## src/rtl/spike_rate_decoder_if.sv

```systemverilog
// Handshake and result bundle between the readout controller and spike_rate_decoder.
// The master drives the window controls and spike vector. The slave (the decoder)
// returns the live or final counts, the winner and the status flags.
interface spike_rate_decoder_if #(
    parameter int N    = 8,
    parameter int CW   = 8,
    parameter int IDXW = 3
);
    logic              start_decode;
    logic              next_tu;
    logic [N-1:0]      spikes_in;
    logic [N*CW-1:0]   counts_packed;
    logic [IDXW-1:0]   winner;
    logic              tie;
    logic              result_valid;
    logic              busy;

    modport master (
        output start_decode, next_tu, spikes_in,
        input  counts_packed, winner, tie, result_valid, busy
    );

    modport slave (
        input  start_decode, next_tu, spikes_in,
        output counts_packed, winner, tie, result_valid, busy
    );
endinterface

```

## src/rtl/spike_rate_decoder.sv

```systemverilog
// Spike rate decoder. Counts output-neuron spikes over a window of WINDOW time units.
// It then scans the counters one neuron per clock to find the most active neuron.
// The lowest index wins ties. The tie flag reports that another neuron matched the maximum.
module spike_rate_decoder #(
    parameter int N      = 8,
    parameter int CW     = 8,
    parameter int WINDOW = 200,
    parameter int TW     = 8,
    parameter int IDXW   = 3
) (
    input logic                clk,
    input logic                rst,
    spike_rate_decoder_if.slave bus
);
    localparam logic [TW-1:0]   LAST_TU  = TW'(WINDOW - 1);
    localparam logic [IDXW-1:0] LAST_IDX = IDXW'(N - 1);

    typedef enum logic [1:0] {IDLE, COUNT, ARGMAX, DONE} state_t;

    state_t          state, state_nxt;
    logic            clr;        // start_decode accepted: clear counters, open a window
    logic            do_count;   // accept this time unit's spikes
    logic            scan_en;    // compare one neuron this clock
    logic            scan_last;  // final neuron of the scan
    logic [CW-1:0]   cnt [N];
    logic [TW-1:0]   tu_cnt;
    logic [IDXW-1:0] idx;
    logic [CW-1:0]   max_val;
    logic [CW-1:0]   cur;
    logic [IDXW-1:0] winner;
    logic            tie;
    logic            result_valid;

    // Saturating increment: a counter that reaches all-ones stays there.
    function automatic logic [CW-1:0] sat_inc(input logic [CW-1:0] v);
        if (v == {CW{1'b1}}) return v;
        return v + CW'(1);
    endfunction

    // State register.
    always_ff @(posedge clk or posedge rst) begin
        if (rst) state <= IDLE;
        else     state <= state_nxt;
    end

    // Next-state and datapath strobes. start_decode outranks next_tu in every state.
    always_comb begin
        state_nxt = state;
        clr       = 1'b0;
        do_count  = 1'b0;
        scan_en   = 1'b0;
        scan_last = 1'b0;
        case (state)
            IDLE, DONE: begin
                if (bus.start_decode) begin
                    clr       = 1'b1;
                    state_nxt = COUNT;
                end
            end
            COUNT: begin
                if (bus.start_decode) begin
                    clr       = 1'b1;
                    state_nxt = COUNT;
                end else if (bus.next_tu) begin
                    do_count = 1'b1;
                    if (tu_cnt == LAST_TU) state_nxt = ARGMAX;
                end
            end
            ARGMAX: begin
                if (bus.start_decode) begin
                    clr       = 1'b1;
                    state_nxt = COUNT;
                end else begin
                    scan_en = 1'b1;
                    if (idx == LAST_IDX) begin
                        scan_last = 1'b1;
                        state_nxt = DONE;
                    end
                end
            end
            default: state_nxt = IDLE;
        endcase
    end

    // Per-neuron spike counters. They are live in COUNT and frozen otherwise.
    always_ff @(posedge clk or posedge rst) begin
        if (rst) begin
            for (int i = 0; i < N; i++) cnt[i] <= '0;
        end else if (clr) begin
            for (int i = 0; i < N; i++) cnt[i] <= '0;
        end else if (do_count) begin
            for (int i = 0; i < N; i++)
                if (bus.spikes_in[i]) cnt[i] <= sat_inc(cnt[i]);
        end
    end

    // Time-unit counter for the open window.
    always_ff @(posedge clk or posedge rst) begin
        if (rst)           tu_cnt <= '0;
        else if (clr)      tu_cnt <= '0;
        else if (do_count) tu_cnt <= tu_cnt + TW'(1);
    end

    // Scan index. It sits at 0 through COUNT, so every scan starts at neuron 0.
    always_ff @(posedge clk or posedge rst) begin
        if (rst)          idx <= '0;
        else if (clr)     idx <= '0;
        else if (scan_en) idx <= scan_last ? '0 : idx + IDXW'(1);
    end

    assign cur = cnt[idx];

    // Argmax scan. A strict greater-than keeps the lowest index on equal counts.
    always_ff @(posedge clk or posedge rst) begin
        if (rst) begin
            max_val <= '0;
            winner  <= '0;
            tie     <= 1'b0;
        end else if (scan_en) begin
            if (idx == '0) begin
                max_val <= cur;
                winner  <= '0;
                tie     <= 1'b0;
            end else if (cur > max_val) begin
                max_val <= cur;
                winner  <= idx;
                tie     <= 1'b0;
            end else if (cur == max_val) begin
                tie <= 1'b1;
            end
        end
    end

    // Result-valid flag. Set as the last neuron is scanned; a new start drops it.
    always_ff @(posedge clk or posedge rst) begin
        if (rst)            result_valid <= 1'b0;
        else if (clr)       result_valid <= 1'b0;
        else if (scan_last) result_valid <= 1'b1;
    end

    // Pack counters onto the result bus, neuron i at [i*CW +: CW].
    always_comb begin
        for (int i = 0; i < N; i++) bus.counts_packed[i*CW +: CW] = cnt[i];
    end

    assign bus.winner       = winner;
    assign bus.tie          = tie;
    assign bus.result_valid = result_valid;
    assign bus.busy         = (state == COUNT) || (state == ARGMAX);
endmodule

```

## src/flat_wrapper.sv

```systemverilog
// flat-port wrapper written by rule: the top's interface ports become plain ports
module spike_rate_decoder_flat 
#(
    parameter int N      = 8,
    parameter int CW     = 8,
    parameter int WINDOW = 200,
    parameter int TW     = 8,
    parameter int IDXW   = 3
)
  (clk, rst, bus_start_decode, bus_next_tu, bus_spikes_in, bus_counts_packed, bus_winner, bus_tie, bus_result_valid, bus_busy);
  spike_rate_decoder_if #(.N(N), .CW(CW), .IDXW(IDXW)) bus_i ();
  input logic clk;
  input logic rst;
  input wire logic [$bits(bus_i.start_decode)-1:0] bus_start_decode;
  input wire logic [$bits(bus_i.next_tu)-1:0] bus_next_tu;
  input wire logic [$bits(bus_i.spikes_in)-1:0] bus_spikes_in;
  output wire logic [$bits(bus_i.counts_packed)-1:0] bus_counts_packed;
  output wire logic [$bits(bus_i.winner)-1:0] bus_winner;
  output wire logic [$bits(bus_i.tie)-1:0] bus_tie;
  output wire logic [$bits(bus_i.result_valid)-1:0] bus_result_valid;
  output wire logic [$bits(bus_i.busy)-1:0] bus_busy;
  assign bus_i.start_decode = bus_start_decode;
  assign bus_i.next_tu = bus_next_tu;
  assign bus_i.spikes_in = bus_spikes_in;
  assign bus_counts_packed = bus_i.counts_packed;
  assign bus_winner = bus_i.winner;
  assign bus_tie = bus_i.tie;
  assign bus_result_valid = bus_i.result_valid;
  assign bus_busy = bus_i.busy;
  spike_rate_decoder #(.N(N), .CW(CW), .WINDOW(WINDOW), .TW(TW), .IDXW(IDXW)) u_core (.clk(clk), .rst(rst), .bus(bus_i));
endmodule
```

## config.mk

```make
export PLATFORM = sky130hd
export DESIGN_NAME = spike_rate_decoder_flat
export DESIGN_NICKNAME = d
export VERILOG_FILES = /design/src/rtl/spike_rate_decoder_if.sv /design/src/rtl/spike_rate_decoder.sv /design/src/flat_wrapper.sv
export SDC_FILE = /design/constraint.sdc
export NUM_CORES = 1
export LEC_CHECK = 0
export CAP_MARGIN = 25
export CORE_UTILIZATION = 50
export CTS_CLUSTER_DIAMETER = 120
export DETAILED_ROUTE_END_ITERATION = 8
export PLACE_DENSITY = 0.75
export SLEW_MARGIN = 25
export SYNTH_ARGS = -nofsm -noshare
export SYNTH_HDL_FRONTEND = slang
export SYNTH_SLANG_ARGS = --single-unit
```

## constraint.sdc

```tcl
create_clock -name clk -period 3.82 [get_ports clk]
set_clock_uncertainty 0.15 [all_clocks]
set_input_delay 0.764 -clock clk [delete_from_list [all_inputs] [get_ports clk]]
set_output_delay 0.764 -clock clk [all_outputs]
set_load 0.02 [all_outputs]
```

==> results.toml <==
[drt]
postRouteAntennaNets = 0
finalWirelength_um = 13000
post-route-drc-count = 0
detail_route.vias_per_cell = 5.67
detailroute.wirelength.met2_um = 6640
maxUsedRoutingLayer = "met4"
m1WireLength_um = 5510
dr_wl_met3_um = 650
first_pass_iters = 4
number_of_design_rule_violations_left_by_the_first_detailed_router_iteration = 222
routed-via-count = 4148
drt-wirelength-per-cell_um = 17.8

[clock_network]
htree_num_levels = 3
cts_post_setup_buffers_inserted = 0
cts_root_buffer = "sky130_fd_sc_hd__clkbuf_8"
num_cts_buffers = 9
clk_transition_reported_paths_ns = 0.09
clockBufferDepth = 2
worstSkewPairLatency_ns = 0.37
tritoncts = "yes"
cts-resized-gates = 0
cts_num_sinks = 90
cts.hold.buffers_added = 0

[power_and_ir_drop]
report.power.total_uw = 2130
pwr-share-clk_pct = 28.9
cellInternalPower_uw = 1450
pwr-share-seq_pct = 49.8
vdd_drop_max_mv = 0.155
net_switching_uw = 677
power.static_leakage_uw = 0.00259
netSwitchingFraction_pct = 31.8
power.density_cell_area_nw_per_um2 = 336
comb_power_share_pct = 21.3

[setup_path]
rr_endpoint = "u_core.max_val[6]"
cp_num_buf_inv = 1
critical-path-max-stage-delay_ns = 0.73
setup.worst_path.end_class = "flop"
crit_path_start_kind = "flop"
regToRegStartpoint = "u_core.idx[0]"
worst_ep_required_time_ns = 3.94
crit_chain = "mux4_2 > nand2_1 > nand2_1 > ha_1 > nand4_1 > a21o_1 > a21oi_2 > buf_4 > mux2_2"
cp_data_arrival_time_ns = 3.50
worst-path-max-fanout = 14
worstSetupPathType = "flop to flop"
worst_path_dominant_cell_family = "multiplexers"
crit_cells = 9
ff2ff_path_depth = 9
cpMaxStageDelayCell = "sky130_fd_sc_hd__dfrtp_1"
cell_with_the_most_instances_on_the_worst_path = "sky130_fd_sc_hd__nand2_1"
regToRegSetupSlack_ns = 0.44

[yosys]
fraction_of_the_yosys_area_taken_by_sequential_cells_pct = 42.9
synth_edf_count = 0
synth_ff_type = "sky130_fd_sc_hd__dfrtp_1"
post-synth-top-count-cell = "sky130_fd_sc_hd__dfrtp_1"
synth.cell_area_um2 = 5250
ys_top_cells_by_area = "sky130_fd_sc_hd__dfrtp_1 (43%), sky130_fd_sc_hd__xnor2_1 (5.8%), sky130_fd_sc_hd__nor2_1 (5.4%), sky130_fd_sc_hd__ha_1 (5.2%), sky130_fd_sc_hd__mux4_2 (4.3%)"
postSynthAreaPerCell_um2 = 10.3
synth_largest_area_cell = "sky130_fd_sc_hd__dfrtp_1"
synthCells = 511
synth_commonest_cells = "sky130_fd_sc_hd__dfrtp_1 (90), sky130_fd_sc_hd__nor2_1 (75), sky130_fd_sc_hd__nand2_1 (46)"
synth_async_sr_flop_share_pct = 100
yosys_warnings = 0
synth.distinct_cells = 44
yosysTopAreaCellShare_pct = 42.9
synth.ff_latch_count = 90
nets_in_the_synthesized_netlist = 545

[run]
drv.max_cap_violation_count = 0

[global_routing]
grt_first_pass_wirelength_um = 20900
grt_pass1_vias = 4027
largest_net_degree_at_the_start_of_global_routing = 91
grt_use_total_pct = 24.6
overflow = 0
antenna_found_initial = 0

[sta]
rsz_0062_raised_after_global_routing = "no"
hold_viol_final = 0
worst_slack_ns = 0.436
final-setup-viol-count = 0
min_period_over_period_pct = 88.6
relSlewSlack_pct = 57.4
final.setup.tns_ns = 0
drv_slew = 0
tightestPinTransition_ns = 0.639
min_period_ns = 3.38
max_freq_ghz = 0.296

[floorplanning]
die_area_um2 = 10900
fp.dieW_um = 104
start_util_pct = 51.3
design.core.area_um2 = 10200
top_level_ports = 82
die_height_um = 104
core.rowCount = 37

[min_path]
hold_path.startpoint = "u_core.tu_cnt[7]"
hp-class = "flop to flop"
number_of_stages_on_the_worst_hold_path = 1
hold-path-endpoint = "u_core.tu_cnt[7]"

[placed_design]
buffer_ports.inserted = 81
gp_congestion = 0.829
hpwlAfterDp_um = 9340
post_placement_worst_setup_slack_ns = 0.447

[cells_and_area]
layout.nets = 625
post_route_cells_drive_above_1_share_pct = 10.1
layout-area-overhead-vs-synth_pct = 21.0
antenna_cells_inserted = 0

[run_status]
run_status = "finished, final reports clean"
## placed cells by master (no fill, tap or decap), types with 12 or more instances in the layout
cell type / instances
sky130_fd_sc_hd__ha_1: 22
sky130_fd_sc_hd__a21oi_1: 17
sky130_fd_sc_hd__nor3_1: 26
sky130_fd_sc_hd__nand2_1: 46
sky130_fd_sc_hd__nor2_1: 75
sky130_fd_sc_hd__xor2_1: 12
sky130_fd_sc_hd__dfrtp_1: 90
sky130_fd_sc_hd__nand3_1: 27
sky130_fd_sc_hd__inv_1: 26
sky130_fd_sc_hd__clkdlybuf4s50_1: 80
sky130_fd_sc_hd__nand4_1: 14
sky130_fd_sc_hd__mux2i_1: 14
sky130_fd_sc_hd__xnor2_1: 35
sky130_fd_sc_hd__o21ai_0: 14
## how the worst max path moves through the flow
stage / from / end / slack, ns
final: u_core.idx[0] / u_core.max_val[6] / 0.44
after detailed placement: u_core.idx[0] / u_core.max_val[6] / 0.45
after global placement: u_core.idx[0] / u_core.max_val[3] / 0.58
after floorplan: rst / u_core.bus.counts_packed[0] / 0.57
after global routing: u_core.idx[0] / u_core.max_val[1] / 0.18
after CTS: u_core.idx[0] / u_core.max_val[6] / 0.44
## worst register-to-register path: cells and delay by family, from the launching register on
| kind | cells | cell delay (ns) |
|---|---|---|
| AOI/OAI and AO/OA | 2 | 0.53 |
| adders and majority gates | 1 | 0.37 |
| buffers and inverters | 1 | 0.24 |
| DFF | 1 | 0.73 |
| muxes | 2 | 0.92 |
| and+or+nand+nor | 3 | 0.34 |
## layer usage
| metal | vias up | GRT usage, % |
|---|---|---|
| li1 | 1944 | - |
| met3 | 20 | 4.45 |
| met5 | - | 0 |
| met1 | 2072 | 31.4 |
| met2 | 112 | 41.8 |
| met4 | 0 | 9.08 |
## stage by stage
step	cells	area, um^2	utilization [%]	hold slack (ns)
finish	732	6340	62.0	0.347
floorplan	511	5250	-	0.294
global route	732	6340	62.0	0.381
detailed placement	716	6170	60.3	0.328
global placement	716	6170	60.3	0.316
CTS	732	6340	62.0	0.341
## state kept, by name, summed over array words and instances, names as in the netlist
| name | count |
|---|---|
| u_core.bus.winner | 3 |
| u_core.tu_cnt | 8 |
| u_core.bus.tie | 1 |
| u_core.idx | 3 |
| u_core.bus.counts_packed | 64 |
| u_core.bus.result_valid | 1 |
| u_core.state | 2 |
| u_core.max_val | 8 |
## final cells by class
type / count / area (um^2)
Clock inverter: 6 / 41.3
Fill cell: 833 / 3890
Clock buffer: 10 / 138
Inverter: 28 / 106
Tap cell: 136 / 170
Sequential cell: 90 / 2250
Timing Repair Buffer: 86 / 856
Multi-Input combinational cell: 376 / 2780
## power by group through the flow
stage          clock network, uW  logic (uW)  registers (uW)
2_1_floorplan                  0         304            1080
3_3_place_gp                   0         441            1080
3_5_place_dp                   0         456            1080
4_1_cts                      631         458            1060
5_1_grt                      666         497            1070
6_report                     616         454            1060
## cells by family after synthesis
logic type	share of synthesized area (%)
xor+xnor	7.85
fa+ha+maj	5.25
buf+inv	4.03
flops	42.9
compound gates	8.52
mux	12.3
simple gates	19.1
Note: power is estimated with default switching activity, not from simulation.
